$ cat config.mk
export PLATFORM = sky130hd
export DESIGN_NAME = mem_ctrl
export DESIGN_NICKNAME = d
export VERILOG_FILES = /design/src/rtl/mem_ctrl_pkg.sv /design/src/rtl/mem_wait_cnt.sv /design/src/rtl/mem_ctrl.sv
export SDC_FILE = /design/constraint.sdc
export NUM_CORES = 1
export LEC_CHECK = 0
export BUFFER_PORTS_ARGS = -buffer_cell sky130_fd_sc_hd__clkbuf_2
export CORE_ASPECT_RATIO = 0.5
export CORE_UTILIZATION = 48
export DETAILED_ROUTE_END_ITERATION = 8
export GPL_TIMING_DRIVEN = 1
export PLACE_DENSITY = 0.79
export RECOVER_POWER = 100
export SLEW_MARGIN = 20
export SYNTH_ARGS = -nofsm -noshare
export SYNTH_HDL_FRONTEND = slang
export SYNTH_SLANG_ARGS = --single-unit
export TNS_END_PERCENT = 10
$ cat constraint.sdc
create_clock -name clk -period 2.1 [get_ports clk]
set_input_delay 0.21 -clock clk [delete_from_list [all_inputs] [get_ports clk]]
set_output_delay 0.21 -clock clk [all_outputs]
set_load 0.01 [all_outputs]
$ cat src/rtl/mem_ctrl_pkg.sv
// Shared types and constants for the memory access sequencer.
package mem_ctrl_pkg;

    // Sequencer states
    typedef enum logic [1:0] {
        StIdle   = 2'd0,
        StSetup  = 2'd1,
        StAccess = 2'd2,
        StDone   = 2'd3
    } mem_state_e;

    // Access direction
    localparam logic OP_RD = 1'b0;
    localparam logic OP_WR = 1'b1;

    // Default wait states and wait counter width (covers 1..15)
    localparam int unsigned DEF_WAIT_CYCLES = 2;
    localparam int unsigned CNT_W           = 4;

endpackage

$ cat src/rtl/mem_wait_cnt.sv
// Loadable down-counter used to time the ACCESS phase; stops at zero.
module mem_wait_cnt
    import mem_ctrl_pkg::*;
(
    input  logic             i_clk,
    input  logic             i_reset,
    input  logic             i_load,
    input  logic [CNT_W-1:0] i_load_val,
    input  logic             i_dec,
    output logic             o_zero
);

    logic [CNT_W-1:0] r_count;

    // Count register: load has priority over decrement, never wraps below zero
    always_ff @(posedge i_clk) begin
        if (i_reset) begin
            r_count <= '0;
        end else if (i_load) begin
            r_count <= i_load_val;
        end else if (i_dec && (r_count != '0)) begin
            r_count <= r_count - 1'b1;
        end
    end

    assign o_zero = (r_count == '0);

endmodule

$ cat src/rtl/mem_ctrl.sv
// Memory access sequencer: one read or write per request with fixed wait states.
module mem_ctrl
    import mem_ctrl_pkg::*;
#(
    parameter int unsigned ADDR_W      = 16,
    parameter int unsigned DATA_W      = 16,
    parameter int unsigned WAIT_CYCLES = DEF_WAIT_CYCLES
) (
    input  logic              clk,
    input  logic              reset,
    input  logic [ADDR_W-1:0] addr_in,
    input  logic [DATA_W-1:0] wdata_in,
    input  logic              rd_req,
    input  logic              wr_req,
    output logic              busy,
    output logic              done,
    output logic              err,
    output logic [DATA_W-1:0] rdata_out,
    output logic [ADDR_W-1:0] mem_addr,
    output logic [DATA_W-1:0] mem_wdata,
    output logic              mem_en,
    output logic              mem_we,
    input  logic [DATA_W-1:0] mem_rdata
);

    localparam logic [CNT_W-1:0] LOAD_VAL = CNT_W'(WAIT_CYCLES - 1);

    mem_state_e        r_state, w_state_d;
    logic              r_op, w_op_d;
    logic [ADDR_W-1:0] r_addr;
    logic [DATA_W-1:0] r_wdata;
    logic [DATA_W-1:0] r_rdata;
    logic              r_busy, r_done, r_err, r_mem_en, r_mem_we;
    logic              w_busy_d, w_done_d, w_err_d, w_mem_en_d, w_mem_we_d;
    logic              w_latch, w_capture, w_cnt_load, w_cnt_dec, w_cnt_zero;

    // A request is accepted only in IDLE and only when exactly one is raised
    assign w_latch    = (r_state == StIdle) && (rd_req ^ wr_req);
    assign w_cnt_load = (r_state == StSetup);
    assign w_cnt_dec  = (r_state == StAccess);
    assign w_capture  = (r_state == StAccess) && w_cnt_zero && (r_op == OP_RD);

    mem_wait_cnt u_wait_cnt (
        .i_clk      (clk),
        .i_reset    (reset),
        .i_load     (w_cnt_load),
        .i_load_val (LOAD_VAL),
        .i_dec      (w_cnt_dec),
        .o_zero     (w_cnt_zero)
    );

    // State register
    always_ff @(posedge clk) begin
        if (reset) begin
            r_state <= StIdle;
        end else begin
            r_state <= w_state_d;
        end
    end

    // Next-state logic
    always_comb begin
        w_state_d = r_state;
        unique case (r_state)
            StIdle:   if (rd_req ^ wr_req) w_state_d = StSetup;
            StSetup:  w_state_d = StAccess;
            StAccess: if (w_cnt_zero) w_state_d = StDone;
            StDone:   w_state_d = StIdle;
            default:  w_state_d = StIdle;
        endcase
    end

    // Output decode from the next state so every output comes straight from a flop
    always_comb begin
        w_op_d     = w_latch ? (wr_req ? OP_WR : OP_RD) : r_op;
        w_busy_d   = (w_state_d != StIdle);
        w_done_d   = (w_state_d == StDone);
        w_mem_en_d = (w_state_d == StSetup) || (w_state_d == StAccess);
        w_mem_we_d = w_mem_en_d && (w_op_d == OP_WR);
        w_err_d    = (r_state == StIdle) && rd_req && wr_req;
    end

    // Request latches: address, write data and direction frozen for the access
    always_ff @(posedge clk) begin
        if (reset) begin
            r_op    <= OP_RD;
            r_addr  <= '0;
            r_wdata <= '0;
        end else if (w_latch) begin
            r_op    <= w_op_d;
            r_addr  <= addr_in;
            r_wdata <= wdata_in;
        end
    end

    // Output registers; read data captured on the edge that raises done
    always_ff @(posedge clk) begin
        if (reset) begin
            r_busy   <= 1'b0;
            r_done   <= 1'b0;
            r_err    <= 1'b0;
            r_mem_en <= 1'b0;
            r_mem_we <= 1'b0;
            r_rdata  <= '0;
        end else begin
            r_busy   <= w_busy_d;
            r_done   <= w_done_d;
            r_err    <= w_err_d;
            r_mem_en <= w_mem_en_d;
            r_mem_we <= w_mem_we_d;
            if (w_capture) begin
                r_rdata <= mem_rdata;
            end
        end
    end

    assign busy      = r_busy;
    assign done      = r_done;
    assign err       = r_err;
    assign rdata_out = r_rdata;
    assign mem_addr  = r_addr;
    assign mem_wdata = r_wdata;
    assign mem_en    = r_mem_en;
    assign mem_we    = r_mem_we;

endmodule

# --- Yosys cells after proc, flatten, opt, wreduce, memory -nomap -nowiden ---
# Cells that the tools add are included.
# Widths: inputs -> output; s select.
totals:
  out_inout_bits: 53
  inputBits: 52
  reg_bits: 60
classes:
  n_mux: 7
  bitwise_logic: 2
  n_addsub: 1
  n_reduce_logical: 14
  eq_ne: 6
op_table:
  columns: ["cell", "count"]
  rows:
  - ["$eq 2x2->1 const B", 4]
  - ["$pmux 2 s4", 1]
  - ["$logic_and 1x1->1", 7]
  - ["$eq 2x1->1 const B", 2]
  - ["$logic_not 4->1", 1]
  - ["$mux 1", 4]
  - ["$mux 2", 2]
  - ["$reduce_bool 2->1", 2]
  - ["$reduce_bool 4->1", 1]
  - ["$sub 4x1->4 const B", 1]
  - ["$logic_not 2->1", 1]
  - ["$reduce_or 2->1", 1]
  - ["$logic_or 1x1->1", 1]
  - ["$not 1->1", 1]
  - ["$xor 1x1->1", 1]

# --- Logic depth before layout (Yosys ltp) ---
depth:
  ltp_word: 6
  mapped_depth: 8

# --- By module ---
# A second synthesis with hierarchy kept.
hier_totals:
  hier_cells: 282
  area_unflattened_um2: 2541.2
modules_own_cells:
  columns: ["module", "cells_each", "instances", "area_each_um2"]
  rows:
  - ["mem_ctrl", 253, 1, 2278.4]
  - ["mem_wait_cnt", 29, 1, 262.8]

# --- Worst setup path after synthesis ---
# No wires, ideal clock.
synth_path:
  path_type: "flip-flop to flip-flop"
  startpoint: "register r_state[0]"
  endpoint: "register r_mem_we, in the netlist mem_we"
  n_path_buf: 0
  period_less_slack_ns: 1.941
  path_stages_with_launch: 9
  t_arrival_ns: 1.826
  path_slack_ns: 0.159
  setup_time_ns: 0.114
  required_time_ns: 1.986
  path_cell_list: "dfxtp_1 > inv_1 > ha_1 > nor4b_1 > a211oi_1 > or2_2 > ha_1 > inv_1 > a2111oi_0"
synth_via:
  elab_chain_len: 5
  elab_cells_between_ends: 13
  classes_between: "5 x eq/ne; 4 x mux; 4 x reduce/logical"
synth_lines:
  columns: ["item", "line_no", "rtl"]
  rows:
  - ["start: declaration", "mem_ctrl.sv:28", "mem_state_e r_state, w_state_d;"]
  - ["start signal: assignment", "mem_ctrl.sv:55", "r_state <= StIdle;"]
  - ["start signal: assignment", "mem_ctrl.sv:57", "r_state <= w_state_d;"]
  - ["$eq 2x2->1 (tied with other cells)", "mem_ctrl.sv:64", "unique case (r_state)"]
  - ["$pmux 2 s4 *", "mem_ctrl.sv:64", null]
  - ["$eq 2x1->1 / $eq 2x2->1 (equally long branches)", "mem_ctrl.sv:78", "w_mem_en_d = (w_state_d == StSetup) || (w_state_d == StAccess);"]
  - ["$logic_or 1x1->1 *", "mem_ctrl.sv:78", null]
  - ["named net w_mem_en_d", "mem_ctrl.sv:34", "logic w_busy_d, w_done_d, w_err_d, w_mem_en_d, w_mem_we_d;"]
  - ["$logic_and 1x1->1 *", "mem_ctrl.sv:79", "w_mem_we_d = w_mem_en_d && (w_op_d == OP_WR);"]
  - ["end signal: assignment", "mem_ctrl.sv:110", "r_mem_we <= w_mem_we_d;"]
  - ["end: declaration", "mem_ctrl.sv:33", "logic r_busy, r_done, r_err, r_mem_en, r_mem_we;"]
# The timed path passes the listed nets; every way through them passes the cells marked *.
# A chain may end at the register's enable or synchronous reset.

# --- Worst setup path in the final report ---
# Same ends and word-level chain as after synthesis.

==> results.yml <==
synthesis:
  syn_area_um2: 2674
  ys_warn_count: 0
  synth.yosys.seq_area_share_pct: 44.92
  synth-seq-cells: 60
  synthCells: 277
  synthDistinctLibCells: 31
  synth_nets: 336
  synth_area_per_cell_um2: 9.653
clocking:
  cts_tree: "yes"
  cts-root-buf: "clkbuf_8"
  clkSinkCount: 60
  postCtsSetupBuffers: 0
  htree_levels: 3
  cts_made_buffers: 9
  clock_latency_ns: 0.32
  clkTransAtPathRegs_ns: 0.06
  cts_buffer_depth: 2
cells_and_area:
  drive_gt1_share_pct: 21.00
  num_antenna_cells: 0
  fin_util_pct: 65.40
  nFillCells: 476
  area_delta_synth_final_pct: 25.60
  finish.net_count: 436
global_routing:
  grt-ovfl-total: 0
  grtUsageTotal_pct: 20.71
  grt_start_max_net_pins: 73
  grt_pass1_vias: 2138
  grt_pass1_wl_um: 9321
  antenna_found_initial: 0
critical_path:
  critical_path.startpoint: "r_state[0]"
  cp.required_ns: 2.32
  critPathLaunchType: "register"
  cp-end-kind: "register"
  cp_max_fo: 3
  rr_worst_depth: 8
  crit-reg2reg-launch: "r_state[0]"
  criticalPathCategory: "reg2reg"
  arrival_ns: 2.17
floorplan:
  start_util_pct: 52.07
  chipHeight_um: 54.78
  die_area_um2: 5891
  die_x_um: 107.6
  rows: 18
  ioPinCount: 105
  core_um2: 5135
timing:
  tightest_slew_ns: 0.5902
  setup-violations-final: 0
  rsz0062_at_grt: "false"
  slew_viol_final: 0
  min_period_over_period_pct: 92.99
  fin_crit_ns: 1.953
  relSlewSlack_pct: 60.66
  hold_viol_final: 0
  max_freq_ghz: 0.5121
  clock_skew_ns: 0.005629
placement:
  port_buffers: 104
  hpwl_um: 4050
  gp_congestion: 0.7127
routing:
  drcViolationCount: 0
  routed_wirelength_um: 5877
  num_vias: 2295
  firstDrtPassIters: 4
  drt_iter0_drc: 93
  wl_per_cell_um: 13.03
  drtAntennaViolNets: 0
  vias_per_cell: 5.089
worst_hold_path:
  worstHoldPathCells: 3
  hold_start: "mem_rdata[7]"
  hold_path_class: "in2reg"
job:
  maxCapViolCount: 0
pwr:
  total_leakage_power_nw: 1.296
  power_mw: 3.784
  peakVddDrop_v: 0.0005626
  power_density_nw_per_um2: 1127
status:
  status: "finished clean"
## cell usage after synthesis
library cell  count  share of area [%]
nand2b_1         64                 15
dfxtp_1          60                 45
nand4b_1         33                 11
o21ai_0          29                5.4
mux2i_1          17                6.4
clkbuf_1         15                2.1
buf_2             7                1.3
ha_1              7                3.3
inv_1             7               0.98
nor2_1            7               0.98
nor3_1            4               0.75
o21ai_1           4               0.75
a211oi_1          2               0.56
a21oi_1           2               0.37
nand2_1           2               0.28
nor4b_1           2               0.66
a2111oi_0         1               0.33
a2bb2oi_1         1               0.33
and2_1            1               0.23
and3_2            1               0.28
and4b_1           1               0.37
buf_12            1               0.75
buf_4             1               0.28
nand2b_2          1               0.33
nor2b_1           1               0.23
nor4_1            1               0.23
nor4b_2           1               0.56
o311a_1           1               0.37
or2_2             1               0.23
or3b_1            1               0.33
xor2_2            1               0.61
## per-stage QoR
step                      cells  cell area, um^2  hold WS [ns]  worst slack, ns   TNS, ns
after floorplan             277             2674        0.3096           0.1594         0
after global placement      436             3252        0.4521          0.09041         0
after detailed placement    436             3252        0.4575         -0.08169  -0.08169
after CTS                   451             3427        0.1248          0.02326         0
after global routing        451             3358        0.1155        0.0005995         0
final                       451             3358        0.1326           0.1471         0
## sequential cells by signal, indices dropped and copies added, names as in the netlist
| name | flops |
|---|---|
| mem_en | 1 |
| mem_wdata | 16 |
| mem_we | 1 |
| mem_addr | 16 |
| busy | 1 |
| r_op | 1 |
| rdata_out | 16 |
| done | 1 |
| r_state | 2 |
| err | 1 |
| u_wait_cnt.r_count | 4 |
## metal layers
layer / wire length (um) / part of all wire (%) / GRT usage (%)
met1: 2667 / 45 / 22.77
met2: 2902 / 49 / 39.21
met3: 290 / 4.9 / 7.024
met4: 17 / 0.29 / 6.164
met5: 0 / 0 / 0
## cells by family after synthesis
group / after synthesis / share of synthesized area (%)
AO/OA/AOI/OAI: 40 / 8.142
XOR/XNOR: 1 / 0.6085
adder cells (fa/ha/maj): 7 / 3.275
buffers and inverters: 31 / 5.428
flip-flops: 60 / 44.92
multiplexers: 17 / 6.364
AND/OR/NAND/NOR: 121 / 31.26
## worst paths after layout
check / endpoint / slack [ns]
max: mem_we / 0.15
min: rdata_out[7] / 0.13
max reg2reg: mem_we / 0.15
min reg2reg: mem_wdata[6] / 0.47
## report_power, final
group	switching [mW]	internal (mW)	total (mW)
logic	0.820	0.538	1.36
registers	0.134	1.40	1.53
clock network	0.411	0.483	0.894
## worst max-delay path, cell delays in order, from the launching register on
cell and delay (ns):
dfxtp_2 0.34, inv_1 0.08, ha_2 0.21, nor4b_2 0.21
a211oi_1 0.09, or2_2 0.30, ha_1 0.29, inv_1 0.06
a2111oi_2 0.27
## placed cells by master (no fill, tap or decap), types with 3 or more instances in the layout
cell type,n
nand2b_1,64
dfxtp_1,59
clkbuf_1,57
clkbuf_2,52
nand4b_1,33
o21ai_0,31
mux2i_1,17
clkbuf_8,11
inv_1,7
nor2_1,7
ha_1,6
nor3_1,4
buf_4,3
## cell type report
type | count | area (um^2) | share of cell area (%)
multi-input combinational | 186 | 1351 | 40.24
sequential | 60 | 1202 | 35.80
timing repair buffer | 113 | 521.8 | 15.54
clock buffer | 13 | 158.9 | 4.732
tap | 70 | 87.58 | 2.608
inverter | 7 | 26.28 | 0.7824
clock inverter | 2 | 10.01 | 0.2981
## timing repair
action,in CTS,in global routing
cloned,0,0
hold buffers,0,0
resized for setup,2,3
endpoints found under the setup margin,1,1
Power figures use the tool's default switching activity.
